### src/rtl/uart_frame_reader.sv
// Drains a 1..MAX_BYTES character frame from the UART RX holding register
// and packs it into one wide word, with inter-byte timeout and done/ack handshake.
module uart_frame_reader #(
    parameter int unsigned DATA_W      = 8,
    parameter int unsigned MAX_BYTES   = 8,
    parameter int unsigned CNT_W       = $clog2(MAX_BYTES + 1),
    parameter int unsigned TIMEOUT_CYC = 1000000,
    parameter int unsigned LSB_FIRST   = 1
) (
    input  logic                        clk,
    input  logic                        reset,
    input  logic                        start,
    input  logic [CNT_W-1:0]            len,
    input  logic                        ack,
    input  logic                        rxempty,
    input  logic [DATA_W-1:0]           rxdata,
    output logic                        uldrxdata,
    output logic                        busy,
    output logic                        done,
    output logic                        timeout,
    output logic [CNT_W-1:0]            nbytes,
    output logic [MAX_BYTES*DATA_W-1:0] frame
);

    localparam int unsigned FRAME_W = MAX_BYTES * DATA_W;
    localparam int unsigned TMR_MAX = (TIMEOUT_CYC == 0) ? 0 : TIMEOUT_CYC - 1;
    localparam int unsigned TMR_W   = (TMR_MAX > 0) ? $clog2(TMR_MAX + 1) : 1;
    localparam bit          TO_EN   = (TIMEOUT_CYC != 0);

    typedef enum logic [2:0] {
        S_IDLE,
        S_POLL,
        S_UNLOAD,
        S_GUARD,
        S_DONE
    } state_e;

    state_e             state_q, state_d;
    logic [CNT_W-1:0]   len_q, len_d;
    logic [CNT_W-1:0]   count_q, count_d;
    logic [TMR_W-1:0]   timer_q, timer_d;
    logic [FRAME_W-1:0] frame_q, frame_d;
    logic [CNT_W-1:0]   nbytes_q, nbytes_d;
    logic               uld_q, uld_d;
    logic               busy_q, busy_d;
    logic               done_q, done_d;
    logic               timeout_q, timeout_d;
    logic [CNT_W-1:0]   len_eff_c;

    // Requested length clamped into 1..MAX_BYTES
    always_comb begin
        len_eff_c = len;
        if (len == '0) begin
            len_eff_c = CNT_W'(1);
        end else if (len > CNT_W'(MAX_BYTES)) begin
            len_eff_c = CNT_W'(MAX_BYTES);
        end
    end

    always_ff @(posedge clk) begin
        if (!reset) begin
            state_q   <= S_IDLE;
            len_q     <= '0;
            count_q   <= '0;
            timer_q   <= '0;
            frame_q   <= '0;
            nbytes_q  <= '0;
            uld_q     <= 1'b0;
            busy_q    <= 1'b0;
            done_q    <= 1'b0;
            timeout_q <= 1'b0;
        end else begin
            state_q   <= state_d;
            len_q     <= len_d;
            count_q   <= count_d;
            timer_q   <= timer_d;
            frame_q   <= frame_d;
            nbytes_q  <= nbytes_d;
            uld_q     <= uld_d;
            busy_q    <= busy_d;
            done_q    <= done_d;
            timeout_q <= timeout_d;
        end
    end

    always_comb begin
        state_d   = state_q;
        len_d     = len_q;
        count_d   = count_q;
        timer_d   = timer_q;
        frame_d   = frame_q;
        nbytes_d  = nbytes_q;
        uld_d     = 1'b0;
        busy_d    = busy_q;
        done_d    = done_q;
        timeout_d = timeout_q;

        case (state_q)
            S_IDLE, S_DONE: begin
                // A new start wins over ack when both arrive in DONE
                if (start) begin
                    len_d     = len_eff_c;
                    frame_d   = '0;
                    count_d   = '0;
                    timer_d   = '0;
                    timeout_d = 1'b0;
                    busy_d    = 1'b1;
                    done_d    = 1'b0;
                    state_d   = S_POLL;
                end else if (state_q == S_DONE && ack) begin
                    done_d  = 1'b0;
                    state_d = S_IDLE;
                end
            end
            S_POLL: begin
                if (!rxempty) begin
                    if (LSB_FIRST != 0) begin
                        for (int unsigned i = 0; i < MAX_BYTES; i++) begin
                            if (count_q == CNT_W'(i)) begin
                                frame_d[i*DATA_W +: DATA_W] = rxdata;
                            end
                        end
                    end else begin
                        frame_d = (frame_q << DATA_W) | FRAME_W'(rxdata);
                    end
                    uld_d   = 1'b1;
                    count_d = count_q + CNT_W'(1);
                    timer_d = '0;
                    state_d = S_UNLOAD;
                end else if (TO_EN && timer_q == TMR_W'(TMR_MAX)) begin
                    timeout_d = 1'b1;
                    done_d    = 1'b1;
                    busy_d    = 1'b0;
                    nbytes_d  = count_q;
                    state_d   = S_DONE;
                end else if (timer_q != TMR_W'(TMR_MAX)) begin
                    timer_d = timer_q + TMR_W'(1);
                end
            end
            S_UNLOAD: begin
                state_d = S_GUARD;
            end
            S_GUARD: begin
                // rxempty is stale this cycle while the RX core reacts to the unload
                if (count_q == len_q) begin
                    done_d   = 1'b1;
                    busy_d   = 1'b0;
                    nbytes_d = count_q;
                    state_d  = S_DONE;
                end else begin
                    state_d = S_POLL;
                end
            end
            default: begin
                state_d = S_IDLE;
            end
        endcase
    end

    assign uldrxdata = uld_q;
    assign busy      = busy_q;
    assign done      = done_q;
    assign timeout   = timeout_q;
    assign nbytes    = nbytes_q;
    assign frame     = frame_q;

endmodule

### config.mk
export PLATFORM = sky130hd
export DESIGN_NAME = uart_frame_reader
export DESIGN_NICKNAME = d
export VERILOG_FILES = /design/src/rtl/uart_frame_reader.sv
export SDC_FILE = /design/constraint.sdc
export NUM_CORES = 1
export LEC_CHECK = 0
export CAP_MARGIN = 20
export CORE_MARGIN = 1
export CORE_UTILIZATION = 55
export DETAILED_ROUTE_END_ITERATION = 10
export DONT_BUFFER_PORTS = 1
export PLACE_DENSITY = 0.74
export SLEW_MARGIN = 20
export SYNTH_ARGS = -nofsm -noshare
export SYNTH_HDL_FRONTEND = slang
export SYNTH_SLANG_ARGS = --single-unit
### constraint.sdc
create_clock -name clk -period 4.96 [get_ports clk]
set_input_delay 0.248 -clock clk [delete_from_list [all_inputs] [get_ports clk]]
set_output_delay 0.248 -clock clk [all_outputs]
set_load 0.005 [all_outputs]
# ---- After elaboration in Yosys (flattened, before gate mapping)
# Cells that the tools add are included.
dict set report word_totals {
  register_bits 103
  output_inout_bits 72
  elab_cells 121
}
dict set report classes {
  n_addsub 2
  magnitude_cmp 1
  eq_ne 31
  n_mux 45
  reduce_logical 25
}
# operator count
set ops {}
lappend ops {{64-bit 2-to-1 mux} 2}
lappend ops {{64-bit case mux with 2 select lines} 1}
lappend ops {{20-bit 2-to-1 mux} 4}
lappend ops {{8-bit 2-to-1 mux} 8}
lappend ops {{4-bit AND reduction} 11}
lappend ops {{20-bit case mux with 2 select lines} 1}
lappend ops {{4-bit 2-to-1 mux} 7}
lappend ops {{2-bit inequality test, second input constant} 13}
lappend ops {{20-bit by 1-bit adder with 20-bit output, second input constant} 1}
lappend ops {{20-bit equality test, second input constant} 1}
lappend ops {{20-bit inequality test, second input constant} 1}
lappend ops {{4-bit by 3-bit equality test with 1-bit output, second input constant} 4}
lappend ops {{4-bit case mux with 2 select lines} 2}
lappend ops {{3-bit 2-to-1 mux} 5}
lappend ops {{3-bit inequality test, second input constant} 4}
lappend ops {{3-bit case mux with 4 select lines} 1}
lappend ops {{1-bit 2-to-1 mux} 11}
lappend ops {{5-bit AND reduction} 2}
lappend ops {{4-bit by 2-bit equality test with 1-bit output, second input constant} 2}
lappend ops {{4-bit logical NOT} 2}
lappend ops {{3-bit by 2-bit equality test with 1-bit output, second input constant} 2}
lappend ops {{1-bit case mux with 3 select lines} 2}
lappend ops {{2-bit AND reduction} 3}
lappend ops {{4-bit by 1-bit adder with 4-bit output, second input constant} 1}
lappend ops {{other kinds (12)} 13}

# ---- Longest topological paths before layout
dict set report depth {
  word_depth 5
  depth_mapped 8
  depth_no_buf 6
}

# ---- Least setup slack after synthesis
# OpenSTA, ideal clock, no wires.
dict set report synth_path {
  kind {reg-to-reg}
  from {register timer_q[8]}
  to {register timer_q[5]}
  setup_time_ns 0.128
  arrival_time_ns 1.834
  required_time_ns 4.832
  setup_slack_ns 2.999
  stages_incl_launch_ff 7
  path_buffers 1
  synth_period_minus_slack_ns 1.961
  path_cell_list {dfxtp_1 > or4b_1 > or4_4 > o21ai_2 > buf_6 > xor2_2 > nor2_1}
}
dict set report synth_between {
  elab_chain_len 3
}
# element line
set synth_rtl {}
lappend synth_rtl {{from (decl)} 41} ;# logic [TMR_W-1:0] timer_q, timer_d;
lappend synth_rtl {{from (signal assigned)} 76} ;# timer_q <= timer_d;
lappend synth_rtl {{20-bit inequality test or 20-bit equality test (tied branches)} {136, 130}}
lappend synth_rtl {{3-bit inequality test (no line)} --}
lappend synth_rtl {{4-bit AND reduction (no line) *} --}
# Mark *: on every way between the ends. The rest lies on a longest branch, timed or not.
# A chain may end at the register's enable or synchronous reset.

# ---- Worst setup path after layout
dict set report layout_path {
  from {register state_q[0]}
  to {register timer_q[11]}
}
dict set report layout_between {
  elab_chain_len 4
}
# element line
set layout_rtl {}
lappend layout_rtl {{from (decl)} 38} ;# state_e state_q, state_d;
lappend layout_rtl {{from (signal assigned)} 73} ;# state_q <= state_d;
lappend layout_rtl {{3-bit equality test or 3-bit logical NOT (tied branches)} 98} ;# case (state_q)
lappend layout_rtl {{2-bit OR reduction} 98}
lappend layout_rtl {{2-bit inequality test (no line) or 2-bit nonzero test (tied branches)} --}
lappend layout_rtl {{4-bit AND reduction (no line)} --}
# Several ways; a longest one is shown, not always the timed one.

==> impl_metrics.ini <==
[outcome]
status = complete, no violations

[synthesis]
avgSynthCellArea_sq_um = 8.70
synth_area_leaders = dfxtp_1 44%, a21boi_0 10%, nand2_1 7.3%, nand3b_1 5.3%, nand3_1 5.1%
ys_async_sr_fraction_pct = 0
synth_top_area_share_pct = 44.1
ys_seq_elements = 103
yosys_warnings = 0
syn_area_sq_mm = 0.00468
netlist_top_cells_count = 103 x dfxtp_1, 91 x nand2_1, 64 x a21boi_0
synthMostInstantiatedCell = dfxtp_1
synth_edf_count = 0
synth_top_cell_by_area = dfxtp_1
yosysUniqueCellTypes = 54
seq_area_frac_synth_pct = 44.1
synthCells = 538
synth_nets = 560
ys.flop_type = dfxtp_1

[layout]
area.growth.synth_to_final_pct = 3.61
seqCellArea_sq_mm = 0.00206
nNetsFinal = 534
final.fill_count = 730
drive_above_1_share_pct = 6.58
multi_input_area_sq_mm = 0.00242
n_antenna_cell = 0

[grt]
grt.met3_usage_pct = 8.82
antenna_found_initial = 0
grt_use_total_pct = 26.3
grt.busiest_layer = met2
overflow = 0
grt_use_met2_pct = 42.1
grtUsageMet1_pct = 32.3
grt_max_degree = 74
grt_pass1_vias = 3546
grt_pass1_wl_um = 17900

[clock_tree]
cts_max_path_buffers = 2
cts_hold_buf = 2
cts_tree = yes
htree_levels = 3
post-cts-setup-buffers = 0
clkTransAtPathRegs_ps = 110
cts_buffers = 9
clockRootBuffer = clkbuf_8
cts_sinks = 103
clk_latency_ps = 380
cts-resized-gates = 0

[route]
via_per_inst = 5.93
dr_total_vias = 3690
drt_iter0_drc = 178
detail-route-antenna-nets = 0
drc = 0
finalWirelength_um = 11200
wl_per_cell_um = 18.0
firstDrtPassIters = 4

[floorplan]
fp-row-count = 33
io_pins = 89
core_region_area_sq_mm = 0.00822
die_h_um = 94.3
start_util_pct = 57.0
die_width_um = 94.3
dieArea_sq_mm = 0.00888

[timing]
max_freq_mhz = 419
worstMarginPinSlew_ps = 945
maxSlewViolCount = 0
finalHoldViolations = 0
rsz0062_at_grt = false
fin_crit_ps = 2390
finalCritPeriodShare_pct = 48.1
fin_hold_ws_ps = 26.8
fin_tns_setup_ps = 0
maxSlewHeadroom_pct = 36.8
setup_viol = 0
clock_skew_ps = 12.7

[placed_design]
gp_congestion = 0.828
dp_hpwl_um = 7280
port_buffers = 0

[power_and_ir_drop]
p_int_uw = 1060
ir_drop_v = 0.000169
clkPwrFrac_pct = 34.8
power.density_mw_per_mm2 = 301
switchingPower_uw = 400
seqPwrFrac_pct = 58.0
p_sw_share_pct = 27.4
p_leak_uw = 0.00156
combPwrFrac_pct = 7.2

[critical_path]
path_class = reg2reg
worst_setup_path_start_kind = flop
r2r_slack_ps = 2570
critPathArrivalTime_ps = 2660
cp_max_fo = 17
end_kind = flop
crit_required_ps = 5230

[worst_hold_path]
hold_path.class = in2reg

[job]
max_cap_violations = 0
metal layers:
layer  wire, um  up-vias
met3        865       26
li1           -     1807
met4        229        0
met1       4840     1756
met5          0        -
met2       5280      101
area by class of cell:
type,count,share of cell area [%]
multi-input cells,389,49.8
clock inverters,7,1.37
clock buffers,9,2.55
well taps,105,2.71
repair buffers,3,0.568
inverters,6,0.464
flip-flops and latches,103,42.5
stage by stage:
| step | std cells | cell area [sq um] | power [uW] | setup slack [ps] | utilization [%] |
|---|---|---|---|---|---|
| floorplan | 538 | 4680 | 949 | 3000 | - |
| global placement | 604 | 4640 | 961 | 2650 | 56.5 |
| CTS | 622 | 4850 | 1470 | 2560 | 59.0 |
| finish | 622 | 4850 | 1460 | 2570 | 59.0 |
| detailed placement | 604 | 4640 | 964 | 2560 | 56.5 |
| global route | 622 | 4850 | 1510 | 2340 | 59.0 |
worst max-delay path, cell delays in order (launching register included):
cell and delay (ps):
dfxtp_1 470, or3b_1 390, a21oi_2 510, nand2b_1 650, or4_1 220, nand2_1 50
state kept, by name (all words and copies together), names as in the netlist:
| register | count |
|---|---|
| state_q | 3 |
| timeout | 1 |
| done | 1 |
| len_q | 4 |
| uldrxdata | 1 |
| count_q | 4 |
| nbytes | 4 |
| timer_q | 20 |
| busy | 1 |
| frame | 64 |
power groups by stage:
stage	combinational (uW)	clock [uW]	sequential (uW)
6_report	105	508	845
5_1_grt	115	547	848
4_1_cts	105	522	845
3_5_place_dp	99.7	0	864
3_3_place_gp	97.2	0	863
2_1_floorplan	89.7	0	860
path summary, 6_finish.rpt:
check	cells after the start	end	from
hold reg to reg	2	timeout	timeout
hold / removal	1	frame[13]	reset
setup / recovery	5	timer_q[11]	state_q[0]
setup reg to reg	5	timer_q[11]	state_q[0]
kinds of logic after synthesis:
group           count (synthesis)  share of synthesized area, %
compound gates                102                          16.4
fa+ha+maj                       5                          1.34
flops                         103                          44.1
xor+xnor                       15                          2.97
buf+inv                        46                          4.38
simple gates                  261                          29.6
mux                             6                          1.28
cells in the final DEF, fill, tap and decap left out, drive strengths merged, types with 2 or more instances in the layout:
| cell | count |
|---|---|
| a2111oi | 2 |
| a21boi | 66 |
| a21oi | 15 |
| and2 | 11 |
| and3 | 9 |
| clkbuf | 9 |
| clkinv | 3 |
| dfxtp | 103 |
| dlygate4sd3 | 2 |
| ha | 5 |
| inv | 9 |
| mux2i | 6 |
| nand2 | 91 |
| nand2b | 5 |
| nand3 | 48 |
| nand3b | 33 |
| nand4 | 9 |
| nand4b | 3 |
| nor2 | 19 |
| nor2b | 5 |
| nor3 | 6 |
| nor3b | 3 |
| nor4 | 2 |
| o21ai | 10 |
| or3 | 7 |
| or4 | 3 |
| or4b | 3 |
| xor2 | 15 |
Power figures use the tool's default switching activity.
